<file path="config.mk">
export PLATFORM = sky130hd
export DESIGN_NAME = csi2_packet_decoder
export DESIGN_NICKNAME = d
export VERILOG_FILES = /design/src/rtl/csi2_packet_decoder.sv
export SDC_FILE = /design/constraint.sdc
export NUM_CORES = 1
export LEC_CHECK = 0
export ABC_CLOCK_PERIOD_IN_PS = 9800
export CAP_MARGIN = 20
export CORE_ASPECT_RATIO = 1.4
export CORE_MARGIN = 2
export CORE_UTILIZATION = 51
export DETAILED_ROUTE_END_ITERATION = 8
export DONT_BUFFER_PORTS = 1
export HOLD_SLACK_MARGIN = 0.08
export PLACE_DENSITY = 0.66
export REMOVE_ABC_BUFFERS = 1
export SLEW_MARGIN = 5
export SYNTH_ARGS = -nofsm -noshare
export SYNTH_HDL_FRONTEND = slang
export SYNTH_SLANG_ARGS = --single-unit
export TNS_END_PERCENT = 50
</file>
<file path="constraint.sdc">
create_clock -name mipi_clk -period 9.8 [get_ports mipi_clk]
set_clock_uncertainty 0.1 [all_clocks]
set_input_delay 2.45 -clock mipi_clk [delete_from_list [all_inputs] [get_ports mipi_clk]]
set_output_delay 2.45 -clock mipi_clk [all_outputs]
set_load 0.02 [all_outputs]
</file>
<file path="src/rtl/csi2_packet_decoder.sv">
// csi2_packet_decoder: CSI-2 packet layer, LANES bytes per byte clock.
// ECC-corrected headers, frame/line events, payload words and CRC-16 check.
module csi2_packet_decoder #(
  parameter int          LANES     = 2,
  parameter logic [5:0]  DT_FILTER = 6'h2A,
  parameter logic [15:0] MAX_WC    = 16'h1000,
  parameter int          ADDR_W    = 32
) (
  input  logic               mipi_clk,
  input  logic               reset,
  input  logic               stop,
  input  logic               byte_valid,
  input  logic [8*LANES-1:0] byte_in,
  output logic [31:0]        data_o,
  output logic               data_valid,
  output logic [ADDR_W-1:0]  address_o,
  output logic [5:0]         pkt_type,
  output logic [15:0]        wordcount,
  output logic [15:0]        line_cnt,
  output logic [15:0]        frame_cnt,
  output logic               frame_start,
  output logic               frame_end,
  output logic               ecc_corrected,
  output logic               ecc_error,
  output logic               len_error,
  output logic               crc_ok,
  output logic               crc_error,
  output logic               busy
);

  typedef enum logic [2:0] {IDLE, HEADER, PAYLOAD, CRC, DRAIN} state_t;

  function automatic logic [5:0] bit_syn(input logic [4:0] i);
    case (i)
      5'd0:  bit_syn = 6'h07;
      5'd1:  bit_syn = 6'h0B;
      5'd2:  bit_syn = 6'h0D;
      5'd3:  bit_syn = 6'h0E;
      5'd4:  bit_syn = 6'h13;
      5'd5:  bit_syn = 6'h15;
      5'd6:  bit_syn = 6'h16;
      5'd7:  bit_syn = 6'h19;
      5'd8:  bit_syn = 6'h1A;
      5'd9:  bit_syn = 6'h1C;
      5'd10: bit_syn = 6'h23;
      5'd11: bit_syn = 6'h25;
      5'd12: bit_syn = 6'h26;
      5'd13: bit_syn = 6'h29;
      5'd14: bit_syn = 6'h2A;
      5'd15: bit_syn = 6'h2C;
      5'd16: bit_syn = 6'h31;
      5'd17: bit_syn = 6'h32;
      5'd18: bit_syn = 6'h34;
      5'd19: bit_syn = 6'h38;
      5'd20: bit_syn = 6'h1F;
      5'd21: bit_syn = 6'h2F;
      5'd22: bit_syn = 6'h37;
      5'd23: bit_syn = 6'h3B;
      default: bit_syn = 6'h00;
    endcase
  endfunction

  function automatic logic [5:0] ecc_calc(input logic [23:0] h);
    logic [5:0] e;
    e = '0;
    for (int i = 0; i < 24; i++)
      if (h[i]) e = e ^ bit_syn(5'(i));
    return e;
  endfunction

  function automatic logic [15:0] crc_byte(input logic [15:0] c,
                                           input logic [7:0]  b);
    logic [15:0] r;
    r = c ^ {8'h00, b};
    for (int i = 0; i < 8; i++)
      r = r[0] ? ((r >> 1) ^ 16'h8408) : (r >> 1);
    return r;
  endfunction

  state_t              state_q, state_d;
  logic [23:0]         hdr_q, hdr_d;
  logic [15:0]         cnt_q, cnt_d;
  logic [15:0]         plen_q, plen_d;
  logic [15:0]         crc_q, crc_d;
  logic [31:0]         word_q, word_d;
  logic [1:0]          wpos_q, wpos_d;
  logic [7:0]          rxlo_q, rxlo_d;
  logic                hit_q, hit_d;
  logic [31:0]         data_q, data_d;
  logic                dv_q, dv_d;
  logic [ADDR_W-1:0]   addr_q, addr_d;
  logic [5:0]          pkt_q, pkt_d;
  logic [15:0]         wc_q, wc_d;
  logic [15:0]         line_q, line_d;
  logic [15:0]         frame_q, frame_d;
  logic                fs_q, fs_d, fe_q, fe_d;
  logic                ecor_q, ecor_d, eerr_q, eerr_d;
  logic                lerr_q, lerr_d, cok_q, cok_d, cerr_q, cerr_d;
  logic [7:0]          b;
  logic [5:0]          syn;
  logic                found;

  always_comb begin
    state_d = state_q;
    hdr_d   = hdr_q;
    cnt_d   = cnt_q;
    plen_d  = plen_q;
    crc_d   = crc_q;
    word_d  = word_q;
    wpos_d  = wpos_q;
    rxlo_d  = rxlo_q;
    hit_d   = hit_q;
    data_d  = data_q;
    dv_d    = 1'b0;
    addr_d  = addr_q + {{(ADDR_W-1){1'b0}}, dv_q};
    pkt_d   = pkt_q;
    wc_d    = wc_q;
    line_d  = line_q;
    frame_d = frame_q;
    fs_d    = 1'b0;
    fe_d    = 1'b0;
    ecor_d  = 1'b0;
    eerr_d  = 1'b0;
    lerr_d  = 1'b0;
    cok_d   = 1'b0;
    cerr_d  = 1'b0;
    b       = '0;
    syn     = '0;
    found   = 1'b0;
    if (stop) begin
      state_d = IDLE;
    end else if (byte_valid) begin
      for (int i = 0; i < LANES; i++) begin
        b = byte_in[8*i +: 8];
        if (state_d == IDLE) begin
          state_d = HEADER;
          cnt_d   = '0;
        end
        unique case (state_d)
          HEADER: begin
            if (cnt_d[1:0] != 2'd3) begin
              hdr_d[8*cnt_d[1:0] +: 8] = b;
              cnt_d = cnt_d + 16'd1;
            end else begin
              syn   = ecc_calc(hdr_d) ^ b[5:0];
              found = 1'b0;
              for (int j = 0; j < 24; j++)
                if (syn != 6'h00 && bit_syn(5'(j)) == syn) begin
                  hdr_d[j] = ~hdr_d[j];
                  found    = 1'b1;
                end
              // a lone syndrome bit means the ECC byte itself was hit
              if (syn != 6'h00 && !found && !$onehot(syn)) begin
                eerr_d  = 1'b1;
                state_d = DRAIN;
              end else begin
                ecor_d = (syn != 6'h00);
                pkt_d  = hdr_d[5:0];
                wc_d   = hdr_d[23:8];
                hit_d  = (DT_FILTER == 6'h3F) || (hdr_d[5:0] == DT_FILTER);
                cnt_d  = '0;
                crc_d  = 16'hFFFF;
                word_d = '0;
                wpos_d = '0;
                plen_d = hdr_d[23:8];
                if (hdr_d[5:0] < 6'h10) begin
                  state_d = DRAIN;
                  if (hdr_d[5:0] == 6'h00) begin
                    fs_d    = 1'b1;
                    frame_d = frame_q + 16'd1;
                    line_d  = '0;
                    addr_d  = '0;
                  end
                  fe_d = (hdr_d[5:0] == 6'h01);
                end else if (hdr_d[23:8] == 16'h0000) begin
                  state_d = CRC;
                end else if (hdr_d[23:8] > MAX_WC) begin
                  lerr_d  = 1'b1;
                  state_d = DRAIN;
                end else begin
                  state_d = PAYLOAD;
                end
              end
            end
          end
          PAYLOAD: begin
            crc_d = crc_byte(crc_d, b);
            word_d[8*wpos_d +: 8] = b;
            wpos_d = wpos_d + 2'd1;
            cnt_d  = cnt_d + 16'd1;
            if (hit_d && (wpos_d == 2'd0 || cnt_d == plen_d)) begin
              dv_d   = 1'b1;
              data_d = word_d;
              word_d = '0;
              wpos_d = '0;
            end
            if (cnt_d == plen_d) begin
              state_d = CRC;
              cnt_d   = '0;
            end
          end
          CRC: begin
            if (cnt_d == 16'd0) begin
              rxlo_d = b;
              cnt_d  = 16'd1;
            end else begin
              if ({b, rxlo_d} == crc_d) begin
                cok_d = 1'b1;
                if (hit_d) line_d = line_d + 16'd1;
              end else begin
                cerr_d = 1'b1;
              end
              state_d = DRAIN;
            end
          end
          default: ;
        endcase
      end
    end
  end

  always_ff @(posedge mipi_clk) begin
    if (reset) begin
      state_q <= IDLE;
      hdr_q   <= '0;
      cnt_q   <= '0;
      plen_q  <= '0;
      crc_q   <= '0;
      word_q  <= '0;
      wpos_q  <= '0;
      rxlo_q  <= '0;
      hit_q   <= 1'b0;
      data_q  <= '0;
      dv_q    <= 1'b0;
      addr_q  <= '0;
      pkt_q   <= '0;
      wc_q    <= '0;
      line_q  <= '0;
      frame_q <= '0;
      fs_q    <= 1'b0;
      fe_q    <= 1'b0;
      ecor_q  <= 1'b0;
      eerr_q  <= 1'b0;
      lerr_q  <= 1'b0;
      cok_q   <= 1'b0;
      cerr_q  <= 1'b0;
    end else begin
      state_q <= state_d;
      hdr_q   <= hdr_d;
      cnt_q   <= cnt_d;
      plen_q  <= plen_d;
      crc_q   <= crc_d;
      word_q  <= word_d;
      wpos_q  <= wpos_d;
      rxlo_q  <= rxlo_d;
      hit_q   <= hit_d;
      data_q  <= data_d;
      dv_q    <= dv_d;
      addr_q  <= addr_d;
      pkt_q   <= pkt_d;
      wc_q    <= wc_d;
      line_q  <= line_d;
      frame_q <= frame_d;
      fs_q    <= fs_d;
      fe_q    <= fe_d;
      ecor_q  <= ecor_d;
      eerr_q  <= eerr_d;
      lerr_q  <= lerr_d;
      cok_q   <= cok_d;
      cerr_q  <= cerr_d;
    end
  end

  assign data_o        = data_q;
  assign data_valid    = dv_q;
  assign address_o     = addr_q;
  assign pkt_type      = pkt_q;
  assign wordcount     = wc_q;
  assign line_cnt      = line_q;
  assign frame_cnt     = frame_q;
  assign frame_start   = fs_q;
  assign frame_end     = fe_q;
  assign ecc_corrected = ecor_q;
  assign ecc_error     = eerr_q;
  assign len_error     = lerr_q;
  assign crc_ok        = cok_q;
  assign crc_error     = cerr_q;
  assign busy          = (state_q != IDLE);

endmodule

</file>
Word level (Yosys, flattened, before mapping)
Index checks and enable logic that the tools add are counted.
- register bits: 244
- bits of input ports: 20
- output and inout port bits: 127
- logic and storage cells: 1487
- add/sub/neg operators: 22
- order comparisons: 4
- equality and inequality tests: 66
- shift-type cells: 8
- muxes and demuxes: 1172
- bitwise operators: 116
- reductions and logical operators: 76
- operator list (kind ; count):
    $mux 6 ; 666
    $mux 16 ; 76
    $mux 32 ; 24
    $mux 1 ; 346
    $eq 6x6->1 ; 48
    $xor 6x6->6 ; 48
    $mux 24 ; 6
    $neg 5->34 ; 4
    $pmux 16 s2 ; 4
    $pmux 32 s2 ; 2
    $pmux 16 s3 ; 2
    $add 16x1->16 const B ; 5
    $mux 3 ; 24
    $shift 8x34->24 const A ; 2
    $shift 8x34->32 const A ; 2
    $shiftx 8x34->24 ; 2
    $shiftx 8x34->32 ; 2
    $bwmux 32 ; 2
    $eq 16x16->1 ; 4
    $logic_not 16->1 ; 4
    $logic_and 1x1->1 ; 54
    $not 1->1 ; 50
    $bwmux 24 ; 2
    $mux 8 ; 6
    other kinds (27) ; 79

Depth between registers and ports, before layout
- depth after elaboration: 372
- gate-level depth with buffers: 36
- mapped depth without buffers: 29

Least setup slack after synthesis
No wires, ideal clock.
- kind: in2reg
- from: input port byte_in[1]
- to: register data_q[29] (netlist: data_o[29])
- library setup time: 0.095 ns
- data arrival time: 9.031 ns
- required time: 9.605 ns
- setup slack: 0.573 ns
- stages: 29
- path buffers: 6
- path through: clkbuf_1 xnor2_1 xnor3_1 xnor2_1 buf_2 xnor2_1 ha_1 fa_1 and2_1 fa_1 nor4_1 nor2_1 o221ai_1 buf_2 or2_1 clkbuf_1 o311ai_2 ha_1 clkbuf_1 nand4_1 nor3_2 nor2_1 o211a_1 o31ai_1 nor2_4 o211ai_4 buf_4 mux2_2 a221oi_1
- longest elaborated chain between the ends: 49
- elaborated cells on any way between the ends: 256
- those cells by class: add/sub: 6; order compare: 2; eq/ne: 28; shift: 3; mux: 182; bitwise: 1; reduce/logical: 34
- RTL lines (item ; line ; RTL):
    start: declaration ; 13 ; input logic [8*LANES-1:0] byte_in,
    $xor 6x6->6 ; 145 ; syn = ecc_calc(hdr_d) ^ b[5:0];
    $eq 6x6->1 / $reduce_bool 6->1 (equally long branches) ; 148, 153 ;
    $logic_and 1x1->1 ; 148 ; if (syn != 6'h00 && bit_syn(5'(j)) == syn) begin
    $mux 1 (24 in series) ; 148 ;
    $mux 1 ; 141 ; if (cnt_d[1:0] != 2'd3) begin
    $mux 1 ; 139 ; unique case (state_d)
    $mux 1 ; 132 ; end else if (byte_valid) begin
    $mux 1 ; 130 ; if (stop) begin
    [... 10 more ...] ; n/a ;
    $mux 16 ; 132 ;
    $mux 16 ; 130 ;
    $add 16x1->16 ; 190 ; cnt_d = cnt_d + 16'd1;
    $eq 16x16->1 ; 191 ; if (hit_d && (wpos_d == 2'd0 || cnt_d == plen_d)) begin
    $logic_or 1x1->1 ; 191 ;
    $logic_and 1x1->1 ; 191 ;
    $mux 32 ; 191 ;
    $mux 32 (*) ; 139 ;
    end signal: assignment ; 257 ; data_q <= data_d;
    end: declaration ; 89 ; logic [31:0] data_q, data_d;
Mark *: on every way between the ends. The rest lies on a longest branch, timed or not. The select of a mux whose other input is x is not followed.
A chain may end at the register's enable or synchronous reset.

Final worst setup path
- from: input port byte_in[1]
- to: register plen_q[7]
- longest elaborated chain between the ends: 192
- elaborated cells on any way between the ends: 472
- those cells by class: add/sub: 8; order compare: 2; eq/ne: 52; shift: 1; mux: 323; bitwise: 26; reduce/logical: 60
- RTL lines (item ; line ; RTL):
    $xor 6x6->6 ; 145 ;
    $eq 6x6->1 / $reduce_bool 6->1 (equally long branches) ; 148, 153 ;
    $logic_and 1x1->1 ; 148 ;
    $mux 1 ; 148 ;
    $mux 1 ; 141 ;
    $mux 1 ; 139 ;
    $mux 1 ; 132 ;
    $mux 1 ; 130 ;
    [... 175 more ...] ; n/a ;
    $mux 1 ; 139 ;
    $mux 1 ; 132 ;
    $mux 1 ; 130 ;
    $logic_not 1->1 ; 153 ; if (syn != 6'h00 && !found && !$onehot(syn)) begin
    $logic_and 1x1->1 (2 in series) ; 153 ;
    $mux 16 ; 153 ;
    $mux 16 ; 141 ;
    $mux 16 (*) ; 139 ;
    end signal: assignment ; 251 ; plen_q <= plen_d;
    end: declaration ; 83 ; logic [15:0] plen_q, plen_d;
Marks and branches as above.

==> metrics.txt <==
Longest Clk Path Bufs 3; Gate Count Post-Synth between 2000 and 3000; die area between 0.04 and 0.05 mm2; starting density of the core 51.84%; top-area cell type share of the netlist area about a quarter; worst setup slack after placement -0.1051 ns; final setup vio count 0; final instance area around 0.023 mm2; gr usage total 40.00%; fmax between 100 and 150 MHz; Hold Violations, Final 0; Synth Warn # 0; leakage power between 8 and 9 nW; Worst setup SP type input pin; DIE HEIGHT between 200 and 250 um; postcts setup bufs 0; max-capacitance violation count 0; RSZ-0062 raised after global routing false; max-slew violations 0; CP max FO 15; Post-synth top flop dfxtp_1; Slew Limit Headroom ~22%; CTS H-tree depth 1; Via density just under 7; via count between 20000 and 25000; cell family with most CP delay simple AND/OR/NAND/NOR gates; Yosys top cell by area dfxtp_1; Fillers roughly 3900; post-route ant nets 0; DRC violations left 0; Register Area a little under 0.005 mm2; cts bufs inserted 28; pwr dens approximately 270 mW/mm2; clk_lat worst skew around 0.61 ns; Worst EP arrival approximately 10 ns; syn avg cell area around 7.7 um2; number of global-route vias before repair 21390; Post-CTS Resized 0; Synth Register Bits about 240; post-synth cell types ~110; Die W 175.5 um; Tmin final 9.503 ns; number of flops mapped to enable cells by yosys 0; Critical path buffers and inverters 3; Mapped Area between 0.02 and 0.025 mm2; largest net degree at the start of global routing around 200; placed cells ~3200; I/O pins roughly 150; layout overhead on the synthesized area 9.221%; Crit path largest cell delay between 0.9 and 1 ns; crit path kind in2reg; num rows a little under 90; layout cells sized above 1 10.61%; final core utilization approximately 57%; post-DP HPWL approximately 64 mm; asr flop ratio synth 0%; top-count cell post-synth nor2_1; Sink Count around 240; core area approximately 0.040 mm2; GPL Wtd Cong 1.034; WP data required 10.19 ns; total grt overflow 0; dpl cell area approximately 0.022 mm2; Worst setup EP type flip-flop; Iteration-0 DRC Markers 2398; fin cells between 3000 and 4000; CTS tree done; Routed WL between 80 and 90 mm; worst hold path class reg2reg; # port buffers 0; fin nets 2725; synth top area cells dfxtp_1, xnor2_1, nor2_1, xor2_1, a21oi_1; Crit-path slowest cell o311ai_1; maximum vdd ir drop ~0.36 mV; initial antenna violation count 1; area of the multi-input gates between 0.01 and 0.015 mm2; Tightest Pin Transition between 1 and 1.5 ns; Post-CTS Hold Fix Bufs 0; Fin Hold WS roughly 0.38 ns; mean routed wirelength per cell roughly 27 um; Worst Slack Setup Final approximately 0.3 ns; Worst-path clk slew around 0.070 ns; root buf cell clkbuf_16; Synth top cells by count nor2_1, dfxtp_1, nand2_1; register area share after synthesis around a quarter; outcome finished, final reports clean; first-pass GRT wire length around 130 mm; final cycle utilization of the critical path a little over nine tenths; drt first pass iters 9
## power breakdown
group | leakage, nW | internal, W | switching, W
Combinational | 5.73 | 0.00137 | 0.00236
Sequential | 1.99 | 0.00105 | 0.000118
Clock | 0.516 | 0.000745 | 0.000497
Total | 8.24 | 0.00316 | 0.00297
## stage by stage
step                TNS [ns]  power, W
floorplan            -184.54  0.003342
global placement           0  0.004751
detailed placement   -0.5961  0.004799
CTS                        0  0.006041
global route               0  0.006420
finish                     0  0.006133
## logic make-up (layout without fill, tap and decap cells)
kind of cell | after synthesis | count (layout) | share of synthesized area (%)
mux | 51 | 51 | 2.551
flops | 244 | 244 | 23.27
compound gates | 812 | 812 | 28.19
simple gates | 963 | 963 | 22.27
fa+ha+maj | 30 | 30 | 1.931
buf+inv | 323 | 286 | 6.176
other cells | 0 | 2 | 0
xor+xnor | 310 | 310 | 15.61
## placed cells by master, fill, tap and decap left out, types with 30 or more instances in the layout
| master | count |
|---|---|
| a211oi_1 | 75 |
| a21oi_1 | 147 |
| a221o_1 | 30 |
| a221oi_1 | 36 |
| a22oi_1 | 47 |
| a311oi_1 | 30 |
| and3_1 | 32 |
| buf_4 | 129 |
| dfxtp_1 | 244 |
| inv_1 | 95 |
| mux2i_1 | 31 |
| nand2_1 | 198 |
| nand3_1 | 76 |
| nand4_1 | 38 |
| nor2_1 | 319 |
| nor3_1 | 104 |
| nor4_1 | 33 |
| o211ai_1 | 49 |
| o21ai_0 | 109 |
| o22ai_1 | 38 |
| xnor2_1 | 163 |
| xor2_1 | 105 |
## area by class of cell
class	instances	area share [%]
multi-input cells	2166	64.78
flip-flops and latches	244	21.31
repair buffers	135	4.617
clock buffers	32	3.296
well taps	534	2.914
inverters	100	1.637
clock inverters	19	1.424
diodes	2	0.02183
## worst register-to-register path: cells and delay by family, from the launching register on
family | cells | cell delay [ns]
AND/OR/NAND/NOR | 10 | 3.19
adder cells (fa/ha/maj) | 4 | 1.42
AO/OA/AOI/OAI | 5 | 1.39
buffers and inverters | 7 | 1.28
XOR/XNOR | 4 | 1.08
flip-flops | 1 | 0.31
## sequential cells by signal, indices dropped and copies added (netlist names), 3 cells and up
name       flops
line_cnt      16
word_q        32
data_o        32
frame_cnt     16
plen_q        16
wordcount     16
address_o     32
rxlo_q         8
cnt_q         16
hdr_q         24
pkt_type       6
state_q        3
crc_q         16
## final timing paths
kind              depth (start not counted)                       to               startpoint  slack (ns)
hold reg to reg                           2  plen_q[15]$_SDFFE_PP0P_  plen_q[15]$_SDFFE_PP0P_        0.38
hold / removal                            2  plen_q[15]$_SDFFE_PP0P_  plen_q[15]$_SDFFE_PP0P_        0.38
setup / recovery                         25   plen_q[7]$_SDFFE_PP0P_               byte_in[1]        0.30
setup reg to reg                         30   plen_q[7]$_SDFFE_PP0P_  state_q[1]$_SDFFE_PP0P_        0.94
## routing by layer
metal	vias to the layer above	wire, um	GRT usage, %
met5	-	13	0
met4	2	7370	28.93
met3	371	7847	7.369
met2	1326	41670	67.10
met1	10700	31840	45.43
li1	9990	-	-
No activity file was read; power rests on OpenSTA's default activity.
